**config.mk**
```make
export PLATFORM = sky130hd
export DESIGN_NAME = chk_fifo
export DESIGN_NICKNAME = d
export VERILOG_FILES = /design/src/rtl/chk_fifo.sv
export SDC_FILE = /design/constraint.sdc
export NUM_CORES = 1
export LEC_CHECK = 0
export BUFFER_PORTS_ARGS = -buffer_cell sky130_fd_sc_hd__buf_2
export CORE_MARGIN = 1
export CORE_UTILIZATION = 45
export CTS_CLUSTER_SIZE = 20
export DETAILED_ROUTE_END_ITERATION = 10
export GPL_ROUTABILITY_DRIVEN = 0
export GPL_TIMING_DRIVEN = 1
export PLACE_DENSITY_LB_ADDON = 0.05
export SYNTH_ARGS = -nofsm -noshare
export SYNTH_HDL_FRONTEND = slang
export SYNTH_SLANG_ARGS = --single-unit
```
**constraint.sdc**
```tcl
create_clock -name clk -period 3.4 [get_ports clk]
set_clock_uncertainty 0.05 [all_clocks]
set_input_delay 0.51 -clock clk [delete_from_list [all_inputs] [get_ports clk]]
set_output_delay 0.51 -clock clk [all_outputs]
set_load 0.02 [all_outputs]
```
**src/rtl/chk_fifo.sv**
```systemverilog
// Synchronous record FIFO; a push into a full FIFO is taken only when a pop
// happens in the same cycle.
module chk_fifo #(
   parameter int WIDTH = 2,
   parameter int DEPTH = 8
) (
   input  logic             clk,
   input  logic             reset,
   input  logic             push,
   input  logic [WIDTH-1:0] push_data,
   input  logic             pop,
   output logic [WIDTH-1:0] pop_data,
   output logic             full,
   output logic             empty
);

   localparam int AW = $clog2(DEPTH);

   // Pointers carry one extra wrap bit to tell full from empty.
   logic [AW:0]      wr_ptr_q, wr_ptr_d;
   logic [AW:0]      rd_ptr_q, rd_ptr_d;
   logic [WIDTH-1:0] mem_q [DEPTH];
   logic [WIDTH-1:0] mem_d [DEPTH];
   logic             do_pop;
   logic             do_push;

   always_comb begin
      empty    = (wr_ptr_q == rd_ptr_q);
      full     = (wr_ptr_q[AW-1:0] == rd_ptr_q[AW-1:0]) && (wr_ptr_q[AW] != rd_ptr_q[AW]);
      do_pop   = pop && !empty;
      do_push  = push && (!full || do_pop);
      pop_data = mem_q[rd_ptr_q[AW-1:0]];
      wr_ptr_d = wr_ptr_q;
      rd_ptr_d = rd_ptr_q;
      mem_d    = mem_q;
      if (do_push) begin
         mem_d[wr_ptr_q[AW-1:0]] = push_data;
         wr_ptr_d                = wr_ptr_q + 1'b1;
      end
      if (do_pop) begin
         rd_ptr_d = rd_ptr_q + 1'b1;
      end
   end

   always_ff @(posedge clk) begin
      if (reset) begin
         wr_ptr_q <= '0;
         rd_ptr_q <= '0;
      end else begin
         wr_ptr_q <= wr_ptr_d;
         rd_ptr_q <= rd_ptr_d;
      end
   end

   always_ff @(posedge clk) begin
      mem_q <= mem_d;
   end

endmodule

```
Word level (Yosys, flattened, before mapping). Index checks and enable logic that the tools add are counted. Widths: inputs -> output; s select.

Bits in registers: 24. Input port bits: 6. Output and inout bits: 4. Logic and storage cells: 33.

Add/subtract/negate cells: 2. Order comparisons: 3. Equality and inequality tests: 3. Mux-type cells: 6. Bitwise logic cells: 2. Reduce and logical (&&, ||, !) cells: 7.

Operator list (number): $bwmux 16 (1); $add 4x1->4 const B (2); $ge 4x4->1 const B (2); $not 3->4 (2); $bmux 2 s3 (1); $demux 2 s3 (1); $mux 2 (3); $eq 4x4->1 (1); $logic_and 1x1->1 (4); $lt 4x1->1 const B (1); $eq 3x3->1 (1); $logic_not 1->1 (2); $logic_or 1x1->1 (1); $ne 1x1->1 (1).

Longest topological paths before layout. Gate-level depths: netlist (run 1).

Word-level depth: 6. Depth in mapped cells: 5. Mapped depth without buffers: 5.

Worst setup path before layout (run 1). OpenSTA, ideal clock, no wires.

Path type: register to output. Start point: register wr_ptr_q[0]. End point: output port empty. Arrival time: 1.362 ns. Required time: 2.840 ns. Slack: 1.478 ns. Stages on the path, launching flop included: 4. Path buffers: 1. Path through: dfxtp_1 buf_6 xor2_4 nor4_1.

Word-level cells in the longest chain between the ends: 1.

RTL lines: from (decl) (RTL line 20) `logic [AW:0] wr_ptr_q, wr_ptr_d;`; from (signal assigned) (RTL line 50) `wr_ptr_q <= wr_ptr_d;`; $eq 4x4->1 (RTL line 28) `empty = (wr_ptr_q == rd_ptr_q);`; to (decl) (RTL line 14) `output logic empty`.

No other way between the ends.

Worst setup path after layout (run 1).
Start point: register rd_ptr_q[0]. End point: output port pop_data[1].

Word-level cells in the longest chain between the ends: 4.

RTL lines: from (decl) (RTL line 21) `logic [AW:0] rd_ptr_q, rd_ptr_d;`; from (signal assigned) (RTL line 51) `rd_ptr_q <= rd_ptr_d;`; $not 3->4 (not written as such) (RTL line 32) `pop_data = mem_q[rd_ptr_q[AW-1:0]];`; $bmux 2 s3 (RTL line 32); $mux 2 (not written as such) (2 in a row) (RTL line 32); to (decl) (RTL line 12) `output logic [WIDTH-1:0] pop_data,`.

No other way between the ends. The select of a mux whose other input is x is not followed.

==> run summary, run 1 <==
Clock Tree Root - clkbuf_4
dpl ws - 1.20 ns
CP startpoint - rd_ptr_q[0]
cell-internal power - 0.516 mW
area grow syn2layout - 8.08%
initial core utilization - 0.485
Die Wd - 54.1 um
Crit Path Max Fanout - 8
final total power - 0.708 mW
fin nets - 112
DR WL met3 - 62 um
Filler cells - 232
CTS tree - done
Post-DRT Antenna Nets - 0
area share of fa/ha/maj cells after synthesis - 0.0204
final setup vio count - 0
Logic pwr share - 0.205
Max Cap Violations - 0
Post-Syn Instances - 95
DR vias/cell - 5.53
R2R Path Start - rd_ptr_q[0]
share of synthesized flip-flops with an asynchronous set or reset - 0
Worst Reg-to-Reg Cells - 4
total negative slack - 0 ns
Antenna Cells - 0
Mapped Area - 0.00122 mm^2
met2 WL - 935 um
Yosys top cell area share - 0.393
warnings from Yosys - 0
IR drop worst, VDD - 373 uV
post_cts resized - 0
largest area contributor in the netlist - edfxtp_1
outcome - finished clean
Slew Limit Fails - 0
initial antenna violation count - 0
Critical Path Source Type - flop
Post-Synth Simple-Gate Area - 0.149
Post-synth top flop - edfxtp_1
CP endpoint kind - output pin
Clock Pin Slew Worst Setup and Hold Paths - 0.14 ns
depth of the CTS H-tree - 1
clock network power share - 0.286
worst-skew pair later-pin latency - 0.31 ns
synth cell count leaders - edfxtp_1 (16), nor2_1 (9), dfxtp_1 (8)
Critical Path End - pop_data[1]
IO Count - 10
CTS sink count - 24
core footprint - 0.00252 mm^2
DP Area - 0.00127 mm^2
Net Sw Frac - 0.271
row cnt - 18
die area - 0.00293 mm^2
Net Count, Synth - 103
first-pass GRT wire length - 3460 um
final period utilization - 0.749
routed wire length - 2010 um
top-count cell post-synth - edfxtp_1
Cell Count, Final, Fillers Out - 133
Synth area leaders - edfxtp_1 (39%), dfxtp_1 (13%), mux4_2 (7.4%)
reg2reg setup slack - 1.22 ns
hold crit path type - input pin to flop
WL met1 - 992 um
via count of the routed design - 736
highest metal used - met4
I/O Buffers - 9
sequential area share after synthesis - 0.524
compound-gate portion of the synthesized area - 0.0798
fin crit period - 2.55 ns
CTS Buf Count - 3
Post-Synth XOR/XNOR Area - 0.0706
FMAX - 0.393 GHz
Residual DRC - 0
clock tree buffer depth - 2
grt total ovfl - 0
WS Path Type - flop to output pin
WL per Instance - 15.1 um
largest net degree at the start of global routing - 15
switching power - 0.192 mW
flops & latches, synth - 24
Avg Inst Size Synth - 12.9 um^2
drt first pass iters - 4
Cells after DPL - 129
Detail Placement HPWL - 1460 um
min-delay src - push_data[1]
post-CTS setup buffer count - 0
Power Density - 535 mW/mm^2
critical path arrival - 1.99 ns
final core area utilization - 0.524
Synth cell types - 34
Max-slew headroom - 0.580
share of cells above drive strength 1 - 0.262
Final WS setup - 0.853 ns
GRT Util Overall - 0.175
number of synthesized flops with an enable pin - 16
Static Leak - 0.457 nW
multiplexer share of the synthesized area - 0.121
vias in the first global route - 696
Final Hold Vio Count - 0
sequential share of power - 0.509
Worst-Margin Slew - 0.623 ns
RR Endpoint - mem_q[14]
Hold WS - 0.424 ns
die height - 54.1 um
largest family of logic cells by synthesized area - simple AND/OR/NAND/NOR gates
cts-stage hold buffer count - 0
DR iter-0 viols - 10
RSZ-0062 raised after global routing - no
Final Instance Area - 0.00132 mm^2
Data required, critical path - 2.84 ns
-- flip-flops by register name, summed over array words and instances (netlist names) --
name,cells
wr_ptr_q,4
rd_ptr_q,4
mem_q,16
-- placed cells by master, fill, tap and decap left out, types with 2 or more instances in the layout --
master / instances
nor3_1: 3
nor2_1: 9
ha_1: 2
nand2b_1: 4
a21oi_1: 3
xor2_2: 2
o21ai_0: 3
edfxtp_1: 16
mux2i_1: 2
nand2_1: 5
buf_2: 9
nor3b_1: 4
nor4_1: 2
or3_1: 2
mux2_2: 2
mux4_2: 4
xor2_1: 2
o21ai_1: 3
clkbuf_4: 3
inv_1: 2
dfxtp_1: 8
-- metal layers --
| layer | vias up | global-route usage |
|---|---|---|
| met2 | 7 | 0.258 |
| met5 | - | 0 |
| met4 | 0 | 0.0513 |
| li1 | 373 | - |
| met1 | 354 | 0.247 |
| met3 | 2 | 0.0508 |
-- kinds of logic after synthesis --
group                    count (synthesis)
AND/OR/NAND/NOR                         33
flip-flops                              24
AO/OA/AOI/OAI                           14
multiplexers                             9
buffers and inverters                    7
XOR/XNOR                                 6
adder cells (fa/ha/maj)                  2
-- power groups by stage --
stage / Combinational [mW] / Clock, mW / Sequential, mW
after CTS: 0.147 / 0.208 / 0.361
after global routing: 0.161 / 0.220 / 0.365
after detailed placement: 0.145 / 0 / 0.368
after global placement: 0.143 / 0 / 0.366
after floorplan: 0.148 / 0 / 0.340
final: 0.145 / 0.202 / 0.360
-- how the worst min path moves through the flow --
stage                  endpoint  slack, ns  cells after the start
floorplan           rd_ptr_q[3]       0.44                      2
global placement    rd_ptr_q[3]       0.47                      2
detailed placement  rd_ptr_q[3]       0.47                      2
CTS                   mem_q[11]       0.42                      1
global route           mem_q[3]       0.42                      1
finish                 mem_q[3]       0.42                      1
-- final cells by class --
cell class	instances	area (um^2)	share of cell area
clock inverter	1	30.0	0.0227
multi-input combinational	64	539	0.408
timing repair buffer	9	45.0	0.0341
sequential	24	641	0.484
tap	30	37.5	0.0284
clock buffer	3	22.5	0.0170
inverter	2	7.51	0.00568
-- worst max-delay path, cell delays in order (launching register included) --
cell	delay, ns
dfxtp_1	0.67
mux4_2	0.57
mux2_2	0.28
buf_2	0.16
(Power assumes the default switching activity.)
==> run 2: changes to the inputs <==
==> constraint.sdc (replaced) <==
create_clock -name clk -period 2.3 [get_ports clk]
set_clock_uncertainty 0.05 [all_clocks]
set_input_delay 0.345 -clock clk [delete_from_list [all_inputs] [get_ports clk]]
set_output_delay 0.345 -clock clk [all_outputs]
set_load 0.02 [all_outputs]
==> run 2 against run 1 <==
Net effect: routed wire length is 3.0% lower; register-to-register slack worse by 0.89 ns; final area grew 2.4%; critical path type unchanged; largest cell class unchanged; largest power group unchanged.
==> run summary, run 2 (synthesized netlist as in run 1, its figures left out) <==
Worst Reg-to-Reg Cells - 4 (unchanged)
largest net degree at the start of global routing - 15 (unchanged)
clock tree buffer depth - 2 (unchanged)
via count of the routed design - 731 (was 736)
I/O Buffers - 9 (unchanged)
Slew Limit Fails - 0 (unchanged)
most common cell after layout, fill and taps aside - edfxtp_1 (unchanged)
final setup vio count - 0 (unchanged)
CP endpoint kind - output pin (unchanged)
Largest Register - mem_q (unchanged)
grt total ovfl - 0 (unchanged)
RSZ-0062 raised after global routing - no (unchanged)
CTS sink count - 24 (unchanged)
post-CTS setup buffer count - 0 (unchanged)
Die Wd - 54.1 um (unchanged)
routed wire length - 1950 um (was 2010 um)
Detail Placement HPWL - 1480 um (was 1460 um)
Antenna Cells - 0 (unchanged)
depth of the CTS H-tree - 1 (unchanged)
Worst-Margin Slew - 0.363 ns (was 0.623 ns)
Data required, critical path - 1.90 ns (was 2.84 ns)
drt first pass iters - 4 (unchanged)
IO Count - 10 (unchanged)
reg2reg setup slack - 0.33 ns (was 1.22 ns)
final core area utilization - 0.537 (was 0.524)
fin nets - 116 (was 112)
die area - 0.00293 mm^2 (unchanged)
post_cts resized - 0 (unchanged)
Power Density - 789 mW/mm^2 (was 535 mW/mm^2)
total negative slack - 0 ns (unchanged)
R2R Path Start - wr_ptr_q[2] (was rd_ptr_q[0])
Static Leak - 0.478 nW (was 0.457 nW)
GRT Util Overall - 0.159 (was 0.175)
DR vias/cell - 5.34 (was 5.53)
row cnt - 18 (unchanged)
WL per Instance - 14.2 um (was 15.1 um)
CTS Buf Count - 3 (unchanged)
area grow syn2layout - 10.6% (was 8.08%)
largest registers - mem_q: 16 flops, rd_ptr_q: 4 flops, wr_ptr_q: 4 flops (unchanged)
FMAX - 0.455 GHz
cts-stage hold buffer count - 0 (unchanged)
Residual DRC - 0 (unchanged)
WS Path Type - flop to output pin (unchanged)
outcome - finished clean (unchanged)
die height - 54.1 um (unchanged)
DR iter-0 viols - 13 (was 10)
share of cells above drive strength 1 - 0.299 (was 0.262)
Clock Pin Slew Worst Setup and Hold Paths - 0.14 ns (about the same)
vias in the first global route - 701 (was 696)
Post-DRT Antenna Nets - 0 (unchanged)
Max Cap Violations - 0 (unchanged)
hold crit path type - input pin to flop (unchanged)
CTS tree - done (unchanged)
critical path arrival - 1.80 ns (was 1.99 ns)
worst-skew pair later-pin latency - 0.31 ns (about the same)
Max-slew headroom - 0.758 (was 0.580)
final period utilization - 0.955
initial antenna violation count - 0 (unchanged)
fin crit period - 2.20 ns
Critical Path Source Type - flop (unchanged)
Clock Tree Root - clkbuf_4 (unchanged)
Critical Path End - pop_data[1] (unchanged)
first-pass GRT wire length - 3170 um (was 3460 um)
max FFs per register - 16 (unchanged)
CP startpoint - rd_ptr_q[0] (unchanged)
core footprint - 0.00252 mm^2 (unchanged)
initial core utilization - 0.485 (unchanged)
Final Hold Vio Count - 0 (unchanged)
Crit Path Max Fanout - 8 (unchanged)
IR drop worst, VDD - 756 uV (was 373 uV)
RR Endpoint - mem_q[6] (was mem_q[14])
most frequent cells in the layout - edfxtp_1 (16), nor2_1 (9), buf_2 (9) (unchanged)
## run 2: layer usage
layer | part of all wire | vias to the layer above | track usage
met5 | 0 | - | 0
met4 | 0.0077 | 0 | 0.0385
met3 | 0.022 | 2 | 0.0508
met2 | 0.49 | 6 | 0.254
met1 | 0.48 | 347 | 0.208
li1 | - | 376 | -
## run 2: final cells by class
type | count | area (um^2)
tap | 30 | 37.5
sequential | 24 | 642
clock buffer | 3 | 22.5
clock inverter | 1 | 30.0
timing repair buffer | 13 | 75.1
multi-input combinational | 64 | 539
fill | 222 | 1170
inverter | 2 | 7.51
## run 2: worst min-delay path by stage
| stage | start | endpoint | depth (start not counted) |
|---|---|---|---|
| floorplan | push_data[0] | mem_q[0] | 0 |
| global placement | rd_ptr_q[3] | rd_ptr_q[3] | 2 |
| detailed placement | rd_ptr_q[3] | rd_ptr_q[3] | 2 |
| CTS | push_data[1] | mem_q[9] | 1 |
| global route | push_data[1] | mem_q[13] | 1 |
| finish | push_data[1] | mem_q[11] | 1 |
## run 2: power breakdown
group	internal, mW	switching [mW]	leakage (nW)	total, mW
logic	0.122	0.141	0.239	0.263
clock network	0.176	0.125	0.0279	0.301
registers	0.481	0.0228	0.211	0.504
total	0.780	0.288	0.478	1.07
## run 2: stage by stage
| stage | hold WS (ns) | worst slack [ns] | std cells | instance area [um^2] | total power, mW |
|---|---|---|---|---|---|
| finish | 0.257 | 0.104 | 137 | 1350 | 1.07 |
| global route | 0.246 | 0.00644 | 137 | 1350 | 1.13 |
| CTS | 0.247 | 0.0597 | 137 | 1350 | 1.08 |
| detailed placement | 0.484 | 0.356 | 133 | 1300 | 0.780 |
| global placement | 0.467 | 0.359 | 133 | 1300 | 0.780 |
| floorplan | 0.394 | 0.523 | 95 | 1220 | 0.721 |
## run 2: critical path, cell delays in order (launching register included)
cell and delay (ns):
dfxtp_1 0.33, buf_4 0.20, mux4_2 0.54, mux2_2 0.27, buf_2 0.16
==> run 3: changes to the inputs <==
==> constraint.sdc (replaced) <==
create_clock -name clk -period 1.95 [get_ports clk]
set_clock_uncertainty 0.05 [all_clocks]
set_input_delay 0.2925 -clock clk [delete_from_list [all_inputs] [get_ports clk]]
set_output_delay 0.2925 -clock clk [all_outputs]
set_load 0.02 [all_outputs]
==> run 3 against run 2 <==
Net effect: the run now ends with negative setup slack left; critical endpoint is now pop_data[0]; critical path depth stayed put; die area stayed put; global-route usage is 1.5 points higher; via count is 8.6% higher; combinational power is 43% higher; first-iteration DRC count is 46% lower; highest routed layer unchanged; worst hold slack worse by 0.053 ns.
==> run summary, run 3 (synthesized netlist as in run 1, its figures left out) <==
outcome - complete, but fails checks (was finished clean)
failing checks - negative setup slack
final core area utilization - 0.568 (was 0.537)
routed wire length - 2220 um (was 1950 um)
crit-path cells - buf_6 -> mux4_2 -> mux2_4 -> buf_6 (was buf_4 -> mux4_2 -> mux2_2 -> buf_2)
Buf/Inv on CP - 2 (unchanged)
Cells after DPL - 139 (was 133)
Residual DRC - 0 (unchanged)
vias in the first global route - 738 (was 701)
Final WS setup - -0.117 ns (was 0.104 ns)
Slew Limit Fails - 0 (unchanged)
CP endpoint kind - output pin (unchanged)
die height - 54.1 um (unchanged)
CTS sink count - 24 (unchanged)
multi-input logic area - 547 um^2 (was 539 um^2)
WS Path Type - flop to output pin (unchanged)
RR Endpoint - mem_q[7] (was mem_q[6])
clock tree buffer depth - 2 (unchanged)
I/O Buffers - 9 (unchanged)
initial core utilization - 0.485 (unchanged)
DR vias/cell - 5.51 (was 5.34)
Filler cells - 225 (was 222)
worst-skew pair later-pin latency - 0.31 ns (about the same)
WL per Instance - 15.4 um (was 14.2 um)
GR Layer Usage met1 - 0.241 (was 0.208)
Detail Placement HPWL - 1720 um (was 1480 um)
WP depth - 4 (unchanged)
Most common cell on crit path - buf_6
Die Wd - 54.1 um (unchanged)
Worst-Margin Slew - 0.426 ns (was 0.363 ns)
Final Instance Area - 0.00143 mm^2 (was 0.00135 mm^2)
final period utilization - 1.06
CP startpoint - rd_ptr_q[0] (unchanged)
row cnt - 18 (unchanged)
Final Hold Vio Count - 0 (unchanged)
Clock Tree Root - clkbuf_4 (unchanged)
Worst Reg-to-Reg Cells - 5 (was 4)
RSZ-0062 raised after global routing - yes (was no)
Largest Register - mem_q (unchanged)
critical path arrival - 1.72 ns (was 1.80 ns)
sequential cell area - 646 um^2 (was 642 um^2)
core footprint - 0.00252 mm^2 (unchanged)
fin nets - 123 (was 116)
met2 Use GR - 0.274 (was 0.254)
Max Cap Violations - 0 (unchanged)
fin crit period - 2.07 ns
drt first pass iters - 4 (unchanged)
most common cell after layout, fill and taps aside - edfxtp_1 (unchanged)
max FFs per register - 16 (unchanged)
Post-DRT Antenna Nets - 0 (unchanged)
slowest CP cell - mux4_2 (unchanged)
CTS tree - done (unchanged)
largest delay contributor family on the critical path - multiplexers (unchanged)
IR drop worst, VDD - 677 uV (was 756 uV)
FMAX - 0.484 GHz
met3 usage - 0.0339 (was 0.0508)
R2R Path Start - rd_ptr_q[0] (was wr_ptr_q[2])
DR iter-0 viols - 7 (was 13)
IO Count - 10 (unchanged)
GRT Util Overall - 0.174 (was 0.159)
hold crit path type - input pin to flop (unchanged)
largest net degree at the start of global routing - 15 (unchanged)
grt total ovfl - 0 (unchanged)
area grow syn2layout - 17.2% (was 10.6%)
CP peak stage delay - 0.50 ns (was 0.54 ns)
share of cells above drive strength 1 - 0.360 (was 0.299)
Critical Path Source Type - flop (unchanged)
cts-stage hold buffer count - 0 (unchanged)
Data required, critical path - 1.61 ns (was 1.90 ns)
Cell Count, Final, Fillers Out - 144 (was 137)
die area - 0.00293 mm^2 (unchanged)
Clock Pin Slew Worst Setup and Hold Paths - 0.14 ns (about the same)
Max-slew headroom - 0.714 (was 0.758)
Power Density - 929 mW/mm^2 (was 789 mW/mm^2)
CTS Buf Count - 3 (unchanged)
Static Leak - 0.524 nW (was 0.478 nW)
first-pass GRT wire length - 3430 um (was 3170 um)
final setup vio count - 2 (was 0)
initial antenna violation count - 0 (unchanged)
Antenna Cells - 0 (unchanged)
largest registers - mem_q: 16 flops, rd_ptr_q: 4 flops, wr_ptr_q: 4 flops (unchanged)
Crit Path Max Fanout - 4 (was 8)
Critical Path End - pop_data[0] (was pop_data[1])
GRT Max-Usage Layer - met2 (unchanged)
DP Area - 0.00135 mm^2 (was 0.00130 mm^2)
most frequent cells in the layout - edfxtp_1 (16), buf_4 (10), nor2_1 (9) (was edfxtp_1 (16), nor2_1 (9), buf_2 (9))
reg2reg setup slack - 0.11 ns (was 0.33 ns)
depth of the CTS H-tree - 1 (unchanged)
via count of the routed design - 794 (was 731)
==> run 3: cell types whose count changed in the layout (fill, tap and decap cells not counted), sizes merged <==
cell	change
buf	+7
==> run 3: report_power, final <==
group	total, mW	leakage (nW)	internal (mW)	switching (mW)
sequential	0.599	0.212	0.572	0.0272
combinational	0.375	0.285	0.195	0.181
clock	0.357	0.0279	0.207	0.150
total	1.33	0.524	0.974	0.358
==> run 3: cell type report <==
class / instances / area share
sequential: 24 / 0.450
multi-input combinational: 64 / 0.381
timing repair buffer: 20 / 0.100
tap: 30 / 0.0262
clock inverter: 1 / 0.0209
clock buffer: 3 / 0.0157
inverter: 2 / 0.00524
==> run 3: worst min path at each step <==
stage                     cells past startpoint     endpoint  slack, ns    startpoint
after floorplan                               0     mem_q[0]       0.34  push_data[0]
after global placement                        2  rd_ptr_q[3]       0.48   rd_ptr_q[3]
after detailed placement                      2  rd_ptr_q[3]       0.49   rd_ptr_q[3]
after CTS                                     1     mem_q[4]       0.20  push_data[0]
after global routing                          1     mem_q[4]       0.21  push_data[0]
final                                         1     mem_q[4]       0.20  push_data[0]
==> run 3: per-stage QoR <==
| step | TNS [ns] | total power, mW | worst slack (ns) | hold slack, ns |
|---|---|---|---|---|
| floorplan | 0 | 0.850 | 0.173 | 0.341 |
| global placement | 0 | 0.931 | 0.0667 | 0.479 |
| detailed placement | 0 | 0.944 | 0.0558 | 0.490 |
| CTS | -0.249 | 1.34 | -0.127 | 0.200 |
| global route | -0.337 | 1.40 | -0.172 | 0.205 |
| finish | -0.225 | 1.33 | -0.117 | 0.204 |
==> run 3: per-layer routing <==
metal	part of all wire	vias to the layer above
li1	-	391
met1	0.51	395
met2	0.46	6
met3	0.016	2
met4	0.0090	0
met5	0	-
==> run 3: worst register-to-register path, stage by stage (launching register included) <==
cell,delay (ns)
dfxtp_4,0.37
buf_4,0.15
xor2_4,0.17
or4_4,0.54
o21ai_2,0.20
nor2_1,0.11
==> run 3: timing repair <==
action,CTS,global route
endpoints found under the setup margin,2,10
setup buffers,1,0
gates resized for setup,9,1
